**config.mk**
```make
export PLATFORM = sky130hd
export DESIGN_NAME = date_set_ctrl
export DESIGN_NICKNAME = d
export VERILOG_FILES = /design/src/rtl/date_set_ctrl.sv
export SDC_FILE = /design/constraint.sdc
export NUM_CORES = 1
export LEC_CHECK = 0
export CORE_ASPECT_RATIO = 0.8
export CORE_UTILIZATION = 55
export CTS_CLUSTER_DIAMETER = 80
export DETAILED_ROUTE_END_ITERATION = 12
export PLACE_DENSITY_LB_ADDON = 0.3
export SYNTH_ARGS = -nofsm -noshare
export SYNTH_HDL_FRONTEND = slang
export SYNTH_SLANG_ARGS = --single-unit
```
**constraint.sdc**
```tcl
create_clock -name clk_out -period 8.6 [get_ports clk_out]
set_clock_uncertainty 0.15 [all_clocks]
set_input_delay 1.29 -clock clk_out [delete_from_list [all_inputs] [get_ports clk_out]]
set_output_delay 1.29 -clock clk_out [all_outputs]
set_load 0.02 [all_outputs]
```
**src/rtl/date_set_ctrl.sv**
```systemverilog
// rtl/date_set_ctrl.sv - month/day calendar with button-driven date setting and field blink
module date_set_ctrl #(
  parameter int unsigned BLINK_DIV = 25
) (
  input  logic       clk_out,
  input  logic       rst_n,
  input  logic       tick_day,
  input  logic       btn_mode,
  input  logic       btn_up,
  output logic [3:0] month1,
  output logic [3:0] month0,
  output logic [3:0] day1,
  output logic [3:0] day0,
  output logic [1:0] mode,
  output logic       blink,
  output logic       year_inc
);

  localparam logic [1:0] RUN       = 2'd0;
  localparam logic [1:0] SET_MONTH = 2'd1;
  localparam logic [1:0] SET_DAY   = 2'd2;
  localparam logic [7:0] BLINK_MAX = 8'(BLINK_DIV - 1);

  logic [1:0] state, state_nxt;
  logic [7:0] blink_cnt;
  logic       entering, set_mode;
  logic [6:0] m_cur, d_cur, m_nxt, d_nxt, lim_cur, lim_nxt;
  logic       year_nxt;

  function automatic logic [6:0] month_limit(input logic [6:0] m);
    case (m)
      7'd2:                          month_limit = 7'd28;
      7'd4, 7'd6, 7'd9, 7'd11:       month_limit = 7'd30;
      default:                       month_limit = 7'd31;
    endcase
  endfunction

  function automatic logic [7:0] to_bcd(input logic [6:0] v);
    to_bcd = {4'(v / 7'd10), 4'(v % 7'd10)};
  endfunction

  // state register
  always_ff @(posedge clk_out or negedge rst_n) begin
    if (!rst_n) state <= RUN;
    else        state <= state_nxt;
  end

  // next-state logic; the unused encoding falls back to RUN
  always_comb begin
    state_nxt = RUN;
    case (state)
      RUN:       state_nxt = btn_mode ? SET_MONTH : RUN;
      SET_MONTH: state_nxt = btn_mode ? SET_DAY   : SET_MONTH;
      SET_DAY:   state_nxt = btn_mode ? RUN       : SET_DAY;
      default:   state_nxt = RUN;
    endcase
  end

  // output decode
  always_comb begin
    mode     = state;
    set_mode = (state == SET_MONTH) || (state == SET_DAY);
    entering = (state_nxt != state);
  end

  // date datapath computed in binary, stored as BCD digits
  always_comb begin
    m_cur    = 7'(month1) * 7'd10 + 7'(month0);
    d_cur    = 7'(day1) * 7'd10 + 7'(day0);
    lim_cur  = month_limit(m_cur);
    m_nxt    = m_cur;
    d_nxt    = d_cur;
    year_nxt = 1'b0;
    case (state)
      RUN: begin
        if (tick_day) begin
          if (d_cur < lim_cur) begin
            d_nxt = d_cur + 7'd1;
          end else begin
            d_nxt = 7'd1;
            if (m_cur >= 7'd12) begin
              m_nxt    = 7'd1;
              year_nxt = 1'b1;
            end else begin
              m_nxt = m_cur + 7'd1;
            end
          end
        end
      end
      SET_MONTH: begin
        if (btn_up && !btn_mode) begin
          m_nxt = (m_cur >= 7'd12) ? 7'd1 : m_cur + 7'd1;
        end
      end
      SET_DAY: begin
        if (btn_up && !btn_mode) begin
          d_nxt = (d_cur >= lim_cur) ? 7'd1 : d_cur + 7'd1;
        end
      end
      default: ;
    endcase
    lim_nxt = month_limit(m_nxt);
    if (d_nxt > lim_nxt) d_nxt = lim_nxt;
  end

  always_ff @(posedge clk_out or negedge rst_n) begin
    if (!rst_n) begin
      month1   <= 4'd0;
      month0   <= 4'd1;
      day1     <= 4'd0;
      day0     <= 4'd1;
      year_inc <= 1'b0;
    end else begin
      {month1, month0} <= to_bcd(m_nxt);
      {day1, day0}     <= to_bcd(d_nxt);
      year_inc         <= year_nxt;
    end
  end

  // blink restarts high on entry to a set mode and toggles every BLINK_DIV cycles
  always_ff @(posedge clk_out or negedge rst_n) begin
    if (!rst_n) begin
      blink_cnt <= 8'd0;
      blink     <= 1'b0;
    end else if (entering) begin
      blink_cnt <= 8'd0;
      blink     <= (state_nxt == SET_MONTH) || (state_nxt == SET_DAY);
    end else if (set_mode) begin
      if (blink_cnt >= BLINK_MAX) begin
        blink_cnt <= 8'd0;
        blink     <= ~blink;
      end else begin
        blink_cnt <= blink_cnt + 8'd1;
      end
    end else begin
      blink_cnt <= 8'd0;
      blink     <= 1'b0;
    end
  end

endmodule

```
==> impl_metrics.yaml <==
run_status:
  status: "complete, no violations"
global_route:
  via_count_of_the_first_global_routing_pass: 2630
  gr-usage-all-layers_pct: 25.2
  grt-ovfl-total: 0
  grt_pass1_wl_um: 12300
  number_of_antenna_violations_at_the_first_check_in_global_routing: 0
  grt_start_max_net_pins: 29
route:
  routed-via-count: 2940
  remaining_drcs: 0
  drt-pass1-iter-count: 5
  number_of_vias_per_cell: 6.30
  post_drt_wl_per_cell_um: 16.1
  detail_route.wirelength_um: 7540
  number_of_nets_with_antenna_violations_after_routing: 0
  detailedRoute.firstIterationViolations: 312
logic_synthesis:
  post_synth_inst_count: 367
  netlist_area_sq_um: 3180
  synth_most_common_cell: "sky130_fd_sc_hd__nor2_1"
  avgSynthCellArea_sq_um: 8.67
  yosys.cell_types.count: 89
  synth-async-reset-ratio_pct: 100
  ys_seq_elements: 28
  dominantRegCellSynth: "sky130_fd_sc_hd__dfrtp_1"
  ys_warn_count: 0
  synth_top_cells_by_area: "sky130_fd_sc_hd__dfrtp_1 (20%), sky130_fd_sc_hd__ha_1 (12%), sky130_fd_sc_hd__nor2_1 (4.0%)"
  count_of_flip_flops_with_a_built_in_enable_after_synthesis: 0
  synth_seq_area_share_pct: 22.1
  synth.cells.most_frequent: "sky130_fd_sc_hd__nor2_1 (34), sky130_fd_sc_hd__ha_1 (31), sky130_fd_sc_hd__dfrtp_1 (26)"
  share_of_the_synthesized_area_in_the_top_cell_type_pct: 20.4
  synth_area_leader_cell: "sky130_fd_sc_hd__dfrtp_1"
setup_path:
  crit_top_cell: "sky130_fd_sc_hd__ha_1"
  timing.critical_path.from_type: "flop"
  r2r_end: "day1[0]"
  critPathMaxFanout: 11
  rrSetupSlack_ps: 630
  reg2reg_from: "month1[1]"
  crit_start: "month1[1]"
  critical_path_arrival_ps: 7960
  cp_slowest_stage_delay_ps: 550
  crit_path_end_kind: "flop"
  worstRegToRegCells: 31
  worst-endpoint-required_ps: 8590
  category_of_the_critical_setup_timing_path: "flop to flop"
  cp_slowest_cell: "sky130_fd_sc_hd__fa_1"
  critPathCapture: "day1[0]"
final_layout:
  n_antenna_cell: 0
  syn_to_final_growth_pct: 12.5
  final.fill_count: 493
  final_net_count: 430
  stdcell_area_sq_um: 3580
  drive_gt1_share_pct: 9.00
place:
  place.gp.congestion: 0.920
  place.detailed.hpwl_um: 5820
  dp_worst_setup_slack_ps: 419
  port-buffer-count: 24
  placedInstanceArea_sq_um: 3490
cts:
  cts_inserted_buffers: 3
  cts_tree: "yes"
  cts_root_buf: "sky130_fd_sc_hd__clkbuf_8"
  tritoncts_num_sinks: 28
  clock_tree.htree_level_count: 1
  max-clock-path-buffers: 2
  clock_latency_ps: 280
  clkSlewWorstSetupHoldPaths_ps: 100
sta:
  setup_total_negative_slack_ps: 0
  post-route-min-period_ps: 7970
  worst_pin_slew_ps: 763
  setup_slack_ps: 634
  max-slew-margin-rel_pct: 48.8
  achievable-frequency_mhz: 126
  timing_max_transition_violations_final: 0
  report.final.hold_viol_count: 0
  finalCritPeriodShare_pct: 92.6
  setup_viol: 0
  rsz0062_at_grt: "false"
floorplan:
  starting_density_pct: 57.6
  die_height_um: 70.0
  top_level_i_o_count: 25
  row_count: 24
  die_width_um: 87.0
  design.core.area_sq_um: 5530
  fp.dieArea_sq_um: 6100
hold_path:
  min_path_type: "flop to flop"
job:
  maxCapViolations: 0
==> stage by stage <==
stage,instances,hold slack [ps],util (%)
3_5_place_dp,463,334,63.2
3_3_place_gp,463,323,63.2
5_1_grt,467,397,64.8
4_1_cts,467,350,64.4
2_1_floorplan,371,305,-
6_report,467,346,64.8
==> layout make-up <==
cell class / instances / area, sq um / area share, %
tap: 78 / 97.6 / 2.73
multi-input combinational: 308 / 2360 / 66.0
clock inverter: 1 / 30.0 / 0.839
sequential: 28 / 703 / 19.6
inverter: 23 / 88.8 / 2.48
timing repair buffer: 26 / 255 / 7.13
clock buffer: 3 / 41.3 / 1.15
==> registers in the layout, indices dropped and copies added, names as in the netlist <==
register / count
blink_cnt: 8
month0: 4
mode: 2
month1: 4
year_inc: 1
day0: 4
day1: 4
blink: 1
==> cells in the final DEF, fill, tap and decap left out, drive strengths merged, types with 4 or more instances in the layout <==
| cell | n |
|---|---|
| nor2 | 35 |
| ha | 31 |
| dfrtp | 26 |
| o21ai | 25 |
| clkdlybuf4s50 | 24 |
| inv | 23 |
| nand2 | 19 |
| nand3 | 19 |
| a21oi | 16 |
| xnor2 | 14 |
| nor3 | 10 |
| o211ai | 6 |
| nor2b | 6 |
| xor2 | 6 |
| o21a | 5 |
| mux2i | 5 |
| conb | 5 |
| a22oi | 5 |
| nor4 | 5 |
| a21o | 4 |
| nand2b | 4 |
| fa | 4 |
| a211oi | 4 |
| o31ai | 4 |
| o221ai | 4 |
| o32ai | 4 |
==> cell families after synthesis <==
logic type                 synth area share, %
other                                    0.118
buffers and inverters                     4.68
xor gates and xnor gates                  5.51
AOI/OAI and AO/OA                         30.2
adders and majority gates                 14.7
and+or+nand+nor                           19.9
DFF                                       22.1
muxes                                     2.75
==> metal layers <==
| metal | GRT usage (%) | vias up | wire length (um) |
|---|---|---|---|
| met4 | 3.89 | 0 | 61 |
| met1 | 37.3 | 1390 | 3600 |
| met2 | 38.8 | 116 | 3340 |
| li1 | - | 1424 | - |
| met3 | 4.14 | 10 | 532 |
| met5 | 0 | - | 0 |
==> timing repair <==
item,CTS,global route
gates resized for setup,0,4
setup buffers,0,0
setup endpoints to repair,0,3
hold buffers,0,0
==> worst max-delay path: cells and delay by family (launching register included) <==
family	cells	cell delay [ps]
and+or+nand+nor	10	2380
buffers and inverters	2	160
xor gates and xnor gates	1	250
AOI/OAI and AO/OA	11	2280
DFF	1	450
adders and majority gates	6	1920
muxes	1	210
==> worst min-delay path by stage <==
stage | from | endpoint | slack (ps) | cells past startpoint
2_1_floorplan | blink_cnt[0] | blink_cnt[0] | 300 | 1
5_1_grt | blink_cnt[0] | blink_cnt[0] | 400 | 1
6_report | blink_cnt[0] | blink_cnt[0] | 350 | 1
4_1_cts | blink_cnt[0] | blink_cnt[0] | 350 | 1
3_5_place_dp | blink_cnt[0] | blink_cnt[0] | 330 | 1
3_3_place_gp | blink_cnt[0] | blink_cnt[0] | 320 | 1
Power is not shown: default switching activity piles up to over one toggle a cycle in this logic, so the estimate is an artifact.
